File: src/rtl/cricket_score_entry.sv
// Button-driven score entry for a two-innings cricket game: conditions the push-buttons
// and sequences INN1 -> BREAK -> INN2 -> DONE. Optional build macro: EXTRAS_EN (adds btn_extra).
module cricket_score_entry #(
  parameter int DEBOUNCE_CYCLES = 100000,
  parameter int MAX_BALLS       = 12,
  parameter int MAX_WICKETS     = 10
) (
  input  logic       clk_fpga,
  input  logic       reset,
  input  logic       btn_ball,
  input  logic       btn_next,
`ifdef EXTRAS_EN
  input  logic       btn_extra,
`endif
  input  logic [2:0] sw_runs,
  input  logic       sw_out,
  output logic [7:0] binaryRuns,
  output logic [3:0] binaryWickets,
  output logic       inningOver,
  output logic       gameOver,
  output logic       winner
);

  localparam int CW = (DEBOUNCE_CYCLES > 1) ? $clog2(DEBOUNCE_CYCLES) : 1;
  localparam logic [CW-1:0] CNT_MAX      = CW'(DEBOUNCE_CYCLES - 1);
  localparam logic [3:0]    WICKET_LIMIT = 4'(MAX_WICKETS);
  localparam logic [7:0]    BALL_LIMIT   = 8'(MAX_BALLS);

`ifdef EXTRAS_EN
  localparam int NB = 3;
`else
  localparam int NB = 2;
`endif

  typedef enum logic [1:0] {
    INN1  = 2'd0,
    BREAK = 2'd1,
    INN2  = 2'd2,
    DONE  = 2'd3
  } state_t;

  logic [NB-1:0] btn_raw;
  logic [NB-1:0] btn_pulse;

`ifdef EXTRAS_EN
  assign btn_raw = {btn_extra, btn_next, btn_ball};
`else
  assign btn_raw = {btn_next, btn_ball};
`endif

  // Each conditioned button yields a single-cycle strobe; strobes carry no handshake
  // and are consumed or dropped in the cycle they appear, depending on the game state.
  // A button is armed only after its level has been seen settled low, so a press that
  // is still held when reset releases cannot fire until it is released and pressed again.
  genvar gi;
  generate
    for (gi = 0; gi < NB; gi++) begin : g_btn
      logic          sync_q1;
      logic          sync_q2;
      logic          level_q;
      logic          stable;
      logic          armed;
      logic          pulse_q;
      logic [CW-1:0] cnt;

      always_ff @(posedge clk_fpga or posedge reset) begin
        if (reset) begin
          sync_q1 <= 1'b0;
          sync_q2 <= 1'b0;
          level_q <= 1'b0;
          stable  <= 1'b0;
          armed   <= 1'b0;
          pulse_q <= 1'b0;
          cnt     <= '0;
        end else begin
          sync_q1 <= btn_raw[gi];
          sync_q2 <= sync_q1;
          level_q <= sync_q2;
          pulse_q <= 1'b0;
          if (sync_q2 != level_q) begin
            cnt <= '0;
          end else if (cnt != CNT_MAX) begin
            cnt <= cnt + 1'b1;
          end
          if (cnt == CNT_MAX) begin
            stable <= level_q;
            if (!level_q) begin
              armed <= 1'b1;
            end
            if (level_q && !stable && armed) begin
              pulse_q <= 1'b1;
            end
          end
        end
      end

      assign btn_pulse[gi] = pulse_q;
    end
  endgenerate

  logic ball_p;
  logic next_p;
  logic extra_p;

  assign ball_p = btn_pulse[0];
  assign next_p = btn_pulse[1];
`ifdef EXTRAS_EN
  assign extra_p = btn_pulse[2];
`else
  assign extra_p = 1'b0;
`endif

  state_t     state;
  logic [7:0] runs;
  logic [3:0] wickets;
  logic [7:0] balls;
  logic [7:0] runs1;
  logic       inning_over_q;
  logic       game_over_q;
  logic       winner_q;

  logic       in_play;
  logic       ball_act;
  logic       extra_act;
  logic [2:0] ball_runs;
  logic [3:0] run_gain;
  logic [8:0] runs_sum;
  logic [7:0] runs_nx;
  logic [3:0] wickets_nx;
  logic [7:0] balls_nx;
  logic       innings_end;
  logic       chase_won;

  assign in_play   = (state == INN1) || (state == INN2);
  assign ball_act  = ball_p && in_play;
  assign extra_act = extra_p && in_play;

  // Post-delivery values; the state decision below looks at these, so the
  // innings-ending ball is both counted and acted on in the same cycle.
  always_comb begin
    ball_runs = (sw_runs == 3'd7) ? 3'd6 : sw_runs;
    run_gain  = 4'd0;
    if (ball_act && !sw_out) begin
      run_gain = {1'b0, ball_runs};
    end
    if (extra_act) begin
      run_gain = run_gain + 4'd1;
    end
    runs_sum    = {1'b0, runs} + {5'd0, run_gain};
    runs_nx     = runs_sum[8] ? 8'hFF : runs_sum[7:0];
    wickets_nx  = wickets + {3'd0, (ball_act & sw_out)};
    balls_nx    = balls + {7'd0, ball_act};
    innings_end = (wickets_nx == WICKET_LIMIT) || (balls_nx == BALL_LIMIT);
    chase_won   = (runs_nx > runs1);
  end

  always_ff @(posedge clk_fpga or posedge reset) begin
    if (reset) begin
      state         <= INN1;
      runs          <= 8'd0;
      wickets       <= 4'd0;
      balls         <= 8'd0;
      runs1         <= 8'd0;
      inning_over_q <= 1'b0;
      game_over_q   <= 1'b0;
      winner_q      <= 1'b0;
    end else begin
      case (state)
        INN1: begin
          if (ball_act || extra_act) begin
            runs    <= runs_nx;
            wickets <= wickets_nx;
            balls   <= balls_nx;
            if (innings_end) begin
              state         <= BREAK;
              runs1         <= runs_nx;
              inning_over_q <= 1'b1;
            end
          end
        end
        BREAK: begin
          if (next_p) begin
            state         <= INN2;
            runs          <= 8'd0;
            wickets       <= 4'd0;
            balls         <= 8'd0;
            inning_over_q <= 1'b0;
          end
        end
        INN2: begin
          if (ball_act || extra_act) begin
            runs    <= runs_nx;
            wickets <= wickets_nx;
            balls   <= balls_nx;
            if (chase_won || innings_end) begin
              state       <= DONE;
              game_over_q <= 1'b1;
              winner_q    <= chase_won;
            end
          end
        end
        DONE: begin
          if (next_p) begin
            state         <= INN1;
            runs          <= 8'd0;
            wickets       <= 4'd0;
            balls         <= 8'd0;
            runs1         <= 8'd0;
            inning_over_q <= 1'b0;
            game_over_q   <= 1'b0;
            winner_q      <= 1'b0;
          end
        end
        default: state <= INN1;
      endcase
    end
  end

  assign binaryRuns    = runs;
  assign binaryWickets = wickets;
  assign inningOver    = inning_over_q;
  assign gameOver      = game_over_q;
  assign winner        = winner_q;

endmodule

File: config.mk
export PLATFORM = sky130hd
export DESIGN_NAME = cricket_score_entry
export DESIGN_NICKNAME = d
export VERILOG_FILES = /design/src/rtl/cricket_score_entry.sv
export SDC_FILE = /design/constraint.sdc
export NUM_CORES = 1
export LEC_CHECK = 0
export ABC_CLOCK_PERIOD_IN_PS = 5450
export BUFFER_PORTS_ARGS = -buffer_cell sky130_fd_sc_hd__buf_4
export CAP_MARGIN = 20
export CORE_MARGIN = 2
export CORE_UTILIZATION = 35
export CTS_BUF_LIST = sky130_fd_sc_hd__clkbuf_4 sky130_fd_sc_hd__clkbuf_8 sky130_fd_sc_hd__clkbuf_16
export DETAILED_ROUTE_END_ITERATION = 10
export PLACE_DENSITY_LB_ADDON = 0.15
export SKIP_CTS_REPAIR_TIMING = 1
export SYNTH_ARGS = -nofsm -noshare
export SYNTH_HDL_FRONTEND = slang
export SYNTH_SLANG_ARGS = --single-unit
File: constraint.sdc
create_clock -name clk_fpga -period 5.45 [get_ports clk_fpga]
set_input_delay 0.545 -clock clk_fpga [delete_from_list [all_inputs] [get_ports clk_fpga]]
set_output_delay 0.545 -clock clk_fpga [all_outputs]
set_load 0.03 [all_outputs]
# [After elaboration in Yosys (flattened, before gate mapping)]
# Cells that the tools add are included.
[totals] reg_bits=79 latch_bits=0 ramBits=0 romBits=0 inputBits=8 output_inout_bits=15 wordCells=117 mem_count=0
[classes] n_addsub=5 mul=0 div_mod_pow=0 order_cmp=1 n_eq_ne=20 shifts=0 muxes=39 n_bitwise=3 n_reduce_logical=27
[ops] operator="17-bit two-way mux" n=4
[ops] operator="8-bit two-way mux" n=6
[ops] operator="8-bit one-hot mux with 2 select lines" n=3
[ops] operator="17-bit by 1-bit adder with 17-bit output (second input constant)" n=2
[ops] operator="17-bit == test (second input constant)" n=2
[ops] operator="17-bit != test (second input constant)" n=2
[ops] operator="2-bit two-way mux" n=6
[ops] operator="4-bit AND reduction" n=3
[ops] operator="1-bit two-way mux" n=11
[ops] operator="2-bit != test (second input constant)" n=5
[ops] operator="2-bit nonzero test" n=5
[ops] operator="8-bit by 4-bit adder with 9-bit output" n=1
[ops] operator="8-bit by 1-bit adder with 8-bit output" n=1
[ops] operator="8-bit by 4-bit == test with 1-bit output (second input constant)" n=1
[ops] operator="8-bit greater-than comparator" n=1
[ops] operator="4-bit two-way mux" n=2
[ops] operator="2-bit one-hot mux with 4 select lines" n=1
[ops] operator="4-bit one-hot mux with 2 select lines" n=1
[ops] operator="1-bit logical AND" n=6
[ops] operator="3-bit two-way mux" n=2
[ops] operator="2-bit by 1-bit != test with 1-bit output (second input constant)" n=3
[ops] operator="1-bit one-hot mux with 2 select lines" n=3
[ops] operator="2-bit AND reduction" n=3
[ops] operator="6-bit AND reduction" n=1
[ops] operator="other kinds (12)" n=20

# [Logic depth before layout (Yosys ltp)]
[logic_depth] depth_word=12 mapped_depth=20 depth_no_buf=20

# [Least setup slack after synthesis]
# No wires, ideal clock.
[synth_path] path_type="register to register" start="reg state[0]" end="reg state[1]" setup_time_ns=0.125 arrival_time_ns=4.327 required_ns=5.325 path_slack_ns=0.998 stages_incl_launch_ff=20 n_path_buf=0 synth_period_minus_slack_ns=4.452 cell_sequence="dfrtp_1 -> inv_1 -> ha_1 -> nor2_1 -> nor2b_1 -> nor2b_1 -> and3_1 -> ha_1 -> fa_1 -> a21oi_1 -> nor3b_1 -> nor2_1 -> inv_1 -> ha_1 -> and3_1 -> a221o_1 -> a211oi_1 -> nor4b_1 -> o31ai_1 -> mux2_2"
[synth_between] elab_chain_len=11 word_cells_on_any_way=26 cone_classes="3 x add/sub; 1 x order compare; 11 x eq/ne; 3 x mux; 1 x bitwise; 7 x reduce/logical"
[synth_lines] element="from (decl)" line_no="113" text="state_t state;"
[synth_lines] element="from (signal assigned)" line_no="159" text="state <= INN1;"
[synth_lines] element="from (signal assigned)" line_no="175" text="state <= BREAK;"
[synth_lines] element="from (signal assigned)" line_no="183" text="state <= INN2;"
[synth_lines] element="2-bit == test or 2-bit zero test (tied branches)" line_no="134, 168"
[synth_lines] element="1-bit logical OR" line_no="134" text="assign in_play = (state == INN1) || (state == INN2);"
[synth_lines] element="1-bit logical AND" line_no="135" text="assign ball_act = ball_p && in_play;"
[synth_lines] element="1-bit logical AND" line_no="143" text="if (ball_act && !sw_out) begin"
[synth_lines] element="3-bit two-way mux" line_no="143"
[synth_lines] element="8-bit by 4-bit adder with 9-bit output" line_no="149" text="runs_sum = {1'b0, runs} + {5'd0, run_gain};"
[synth_lines] element="8-bit two-way mux" line_no="150" text="runs_nx = runs_sum[8] ? 8'hFF : runs_sum[7:0];"
[synth_lines] element="8-bit greater-than comparator" line_no="154" text="chase_won = (runs_nx > runs1);"
[synth_lines] element="1-bit logical OR" line_no="195" text="if (chase_won || innings_end) begin"
[synth_lines] element="2-bit by 1-bit != test with 1-bit output (no line)"
[synth_lines] element="6-bit AND reduction (no line)"
# Parallel ways exist; a longest one is shown, timed or not.
# A chain may end at the register's enable or synchronous reset.

# [Worst setup path in the final report]
# Same ends and word-level chain as after synthesis.

==> summary.txt <==
Run status
  – Status: complete, no violations

Floorplan
  – Initial Util: 0.359
  – Die area: 12700 um^2
  – Core ar.: 11500 um^2
  – Die Ht: 113 um
  – Io pins: 23
  – FP Rows: 39
  – Die width: 113 um

Place
  – GPL Wtd Cong: 0.773
  – DP Wirelength: 5280 um
  – Port buffer count: 22
  – Post-Place Cells: 583

Global routing
  – Largest net degree at the start of global routing: 80
  – Overflow left after global routing: 0
  – Global-route wire length before repair: 14100 um
  – Total track usage: 0.138
  – Initial antenna violation count: 0
  – Vias in the first global route: 2957

Worst setup path
  – Crit Path Category: reg -> reg
  – Critical Path AT: around 5.3 ns
  – Critical Path RT: 5.67 ns
  – Startpoint Class: flip-flop
  – R2r worst-path depth: 19
  – Worst Setup End Kind: flip-flop
  – Worst-path maximum fanout: 5

Worst hold path
  – Hold Path Class: in -> async

Routing
  – Initial detailed-routing violation count: 168
  – Vias per std cell: around 5.0
  – Routed Antenna Nets: 0
  – DR vias: 3006
  – Drt first pass iters: 5
  – DRT Wirelength: 7850 um
  – DRC viols: 0
  – WL per Instance: roughly 13 um

Clocking
  – H-tree levels: 3
  – TritonCTS clock tree: built
  – Root buffer selected by CTS: clkbuf_16
  – Clock latency at the later pin of the worst-skew pair: 0.34 ns
  – Clock sink count: 79
  – CTS clock-pin slew for the worst setup and hold paths: roughly 0.060 ns
  – Max Buffers Root-to-Sink: 2
  – Inserted Clock Buffers: 9

STA
  – Min cycle time layout: 5.04 ns
  – Total negative slack: 0 ns
  – Final cycle utilization of the critical path: 0.925
  – Clk_skew: 0.00685 ns
  – Setup violations, final: 0
  – Slew @ Worst Pin: 0.649 ns
  – Final Hold Fails: 0
  – Final Max Tran Viols: 0
  – RSZ-0062 raised after global routing: no
  – Rel. slew slack: 0.565
  – Achievable frequency: ~0.20 GHz

Synth
  – Part of the Yosys area used for sequential elements: 0.480
  – Post-Syn Area per Cell: 9.84 um^2
  – Ys flop type: dfrtp_1
  – Synthesized cell area: around 4100 um^2
  – Flops & latches, synth: 79
  – Post-synth ARST share: 1.00
  – Mapped Nets: 450
  – Yosys warns: 0
  – Number of synthesized flops with an enable pin: 0
  – Post-synth cell types: 48
  – Synthesized instance count: 419

Final layout
  – Share of cells above drive strength 1: 0.127
  – Non-filler cells, final: 600
  – Leading cell type in the layout, fill and taps excluded: dfrtp_1
  – Antenna Cells: 0
  – Number of nets in the layout: 483
  – Most frequent cells in the layout: 79 x dfrtp_1, 48 x nor2_1, 38 x nand2_1
  – Filler cells: 1108
  – Synthesis-to-layout area growth: 17.7%

Power
  – PwrDens: 278 nW/um^2
  – Max VDD drop: 132 uV
  – Lkg Pwr: 2.26 nW

Job
  – Max Cap Violations: 0
## cell usage after synthesis (6+ instances only)
cell	number	area (um^2)
and3_1	16	100
nand3_1	14	70.1
dfrtp_1	79	1980
xnor2_1	9	78.8
o2bb2ai_1	8	70.1
xor2_1	23	201
o21ai_0	32	160
clkbuf_1	6	22.5
inv_1	23	86.3
a21oi_1	9	45.0
ha_1	22	275
nor2_1	48	180
nand2_1	38	143
nand4_1	11	68.8
## per-layer routing
metal | track usage | vias to the layer above | wire, um
met5 | 0 | - | 0
met4 | 0.0659 | 0 | 157
met3 | 0.0281 | 11 | 236
met2 | 0.211 | 50 | 3420
met1 | 0.188 | 1409 | 4040
li1 | - | 1536 | -
## stage by stage
step	cell area, um^2	power [mW]	hold WS (ns)	setup WS, ns	utilization
after floorplan	4120	0.642	0.331	0.998	-
after global placement	4470	0.658	0.333	0.593	0.390
after detailed placement	4480	0.658	0.336	0.448	0.391
after CTS	4820	1.36	0.295	0.420	0.421
after global routing	4850	1.41	0.208	0.0401	0.423
final	4850	1.35	0.198	0.407	0.423
## area by class of cell
cell class	instances	area (um^2)	share of cell area
multi-input combinational	310	2020	0.417
timing repair buffer	29	238	0.0490
clock inverter	6	108	0.0222
tap	143	179	0.0369
sequential	79	1980	0.407
inverter	23	87.6	0.0181
clock buffer	10	239	0.0493
## final timing paths
check	startpoint	to	slack (ns)
setup / recovery	state[0]$_DFFE_PP0P_	state[1]$_DFFE_PP0P_	0.41
hold / removal	reset	g_btn[1].sync_q1$_DFF_PP0_	0.20
setup reg to reg	state[0]$_DFFE_PP0P_	state[1]$_DFFE_PP0P_	0.41
hold reg to reg	g_btn[0].sync_q1$_DFF_PP0_	g_btn[0].sync_q2$_DFF_PP0_	0.35
max in group asynchronous	reset	binaryWickets[1]$_DFFE_PP0P_	4.68
min in group clk_fpga	btn_next	g_btn[1].sync_q1$_DFF_PP0_	0.31
## cells by family (layout without fill, tap and decap cells)
group,Yosys count,in the layout,share of synthesized area
DFF,79,79,0.480
buffers and inverters,30,68,0.0291
and+or+nand+nor,173,173,0.217
adders and majority gates,23,23,0.0716
AOI/OAI and AO/OA,74,74,0.114
muxes,8,8,0.0203
xor gates and xnor gates,32,32,0.0680
## power by group
group | total [mW] | switching (mW) | internal [mW]
clock | 0.698 | 0.240 | 0.458
sequential | 0.605 | 0.00880 | 0.596
combinational | 0.0435 | 0.0269 | 0.0165
## sequential cells by signal (all words and copies together) (netlist names), 2 cells and up
name,cells
g_btn.level_q,2
g_btn.armed,2
state,2
runs1,8
g_btn.sync_q1,2
binaryWickets,4
balls,8
g_btn.stable,2
g_btn.cnt,34
g_btn.sync_q2,2
binaryRuns,8
## critical path, cell delays in order (launching register included)
cell and delay [ns]:
dfrtp_1 0.40, inv_1 0.11, ha_1 0.27, nor2_1 0.26, nor2b_1 0.13, nor2b_1 0.17
and3_1 0.18, ha_1 0.21, fa_1 0.40, a21oi_1 0.33, nor3b_1 0.15, nor2_1 0.20
inv_1 0.07, ha_1 0.28, and3_1 0.20, a221o_1 0.34, a211oi_1 0.32, nor4b_1 0.09
o31ai_1 0.43, mux2_2 0.39
Note: power is estimated with default switching activity, not from simulation.
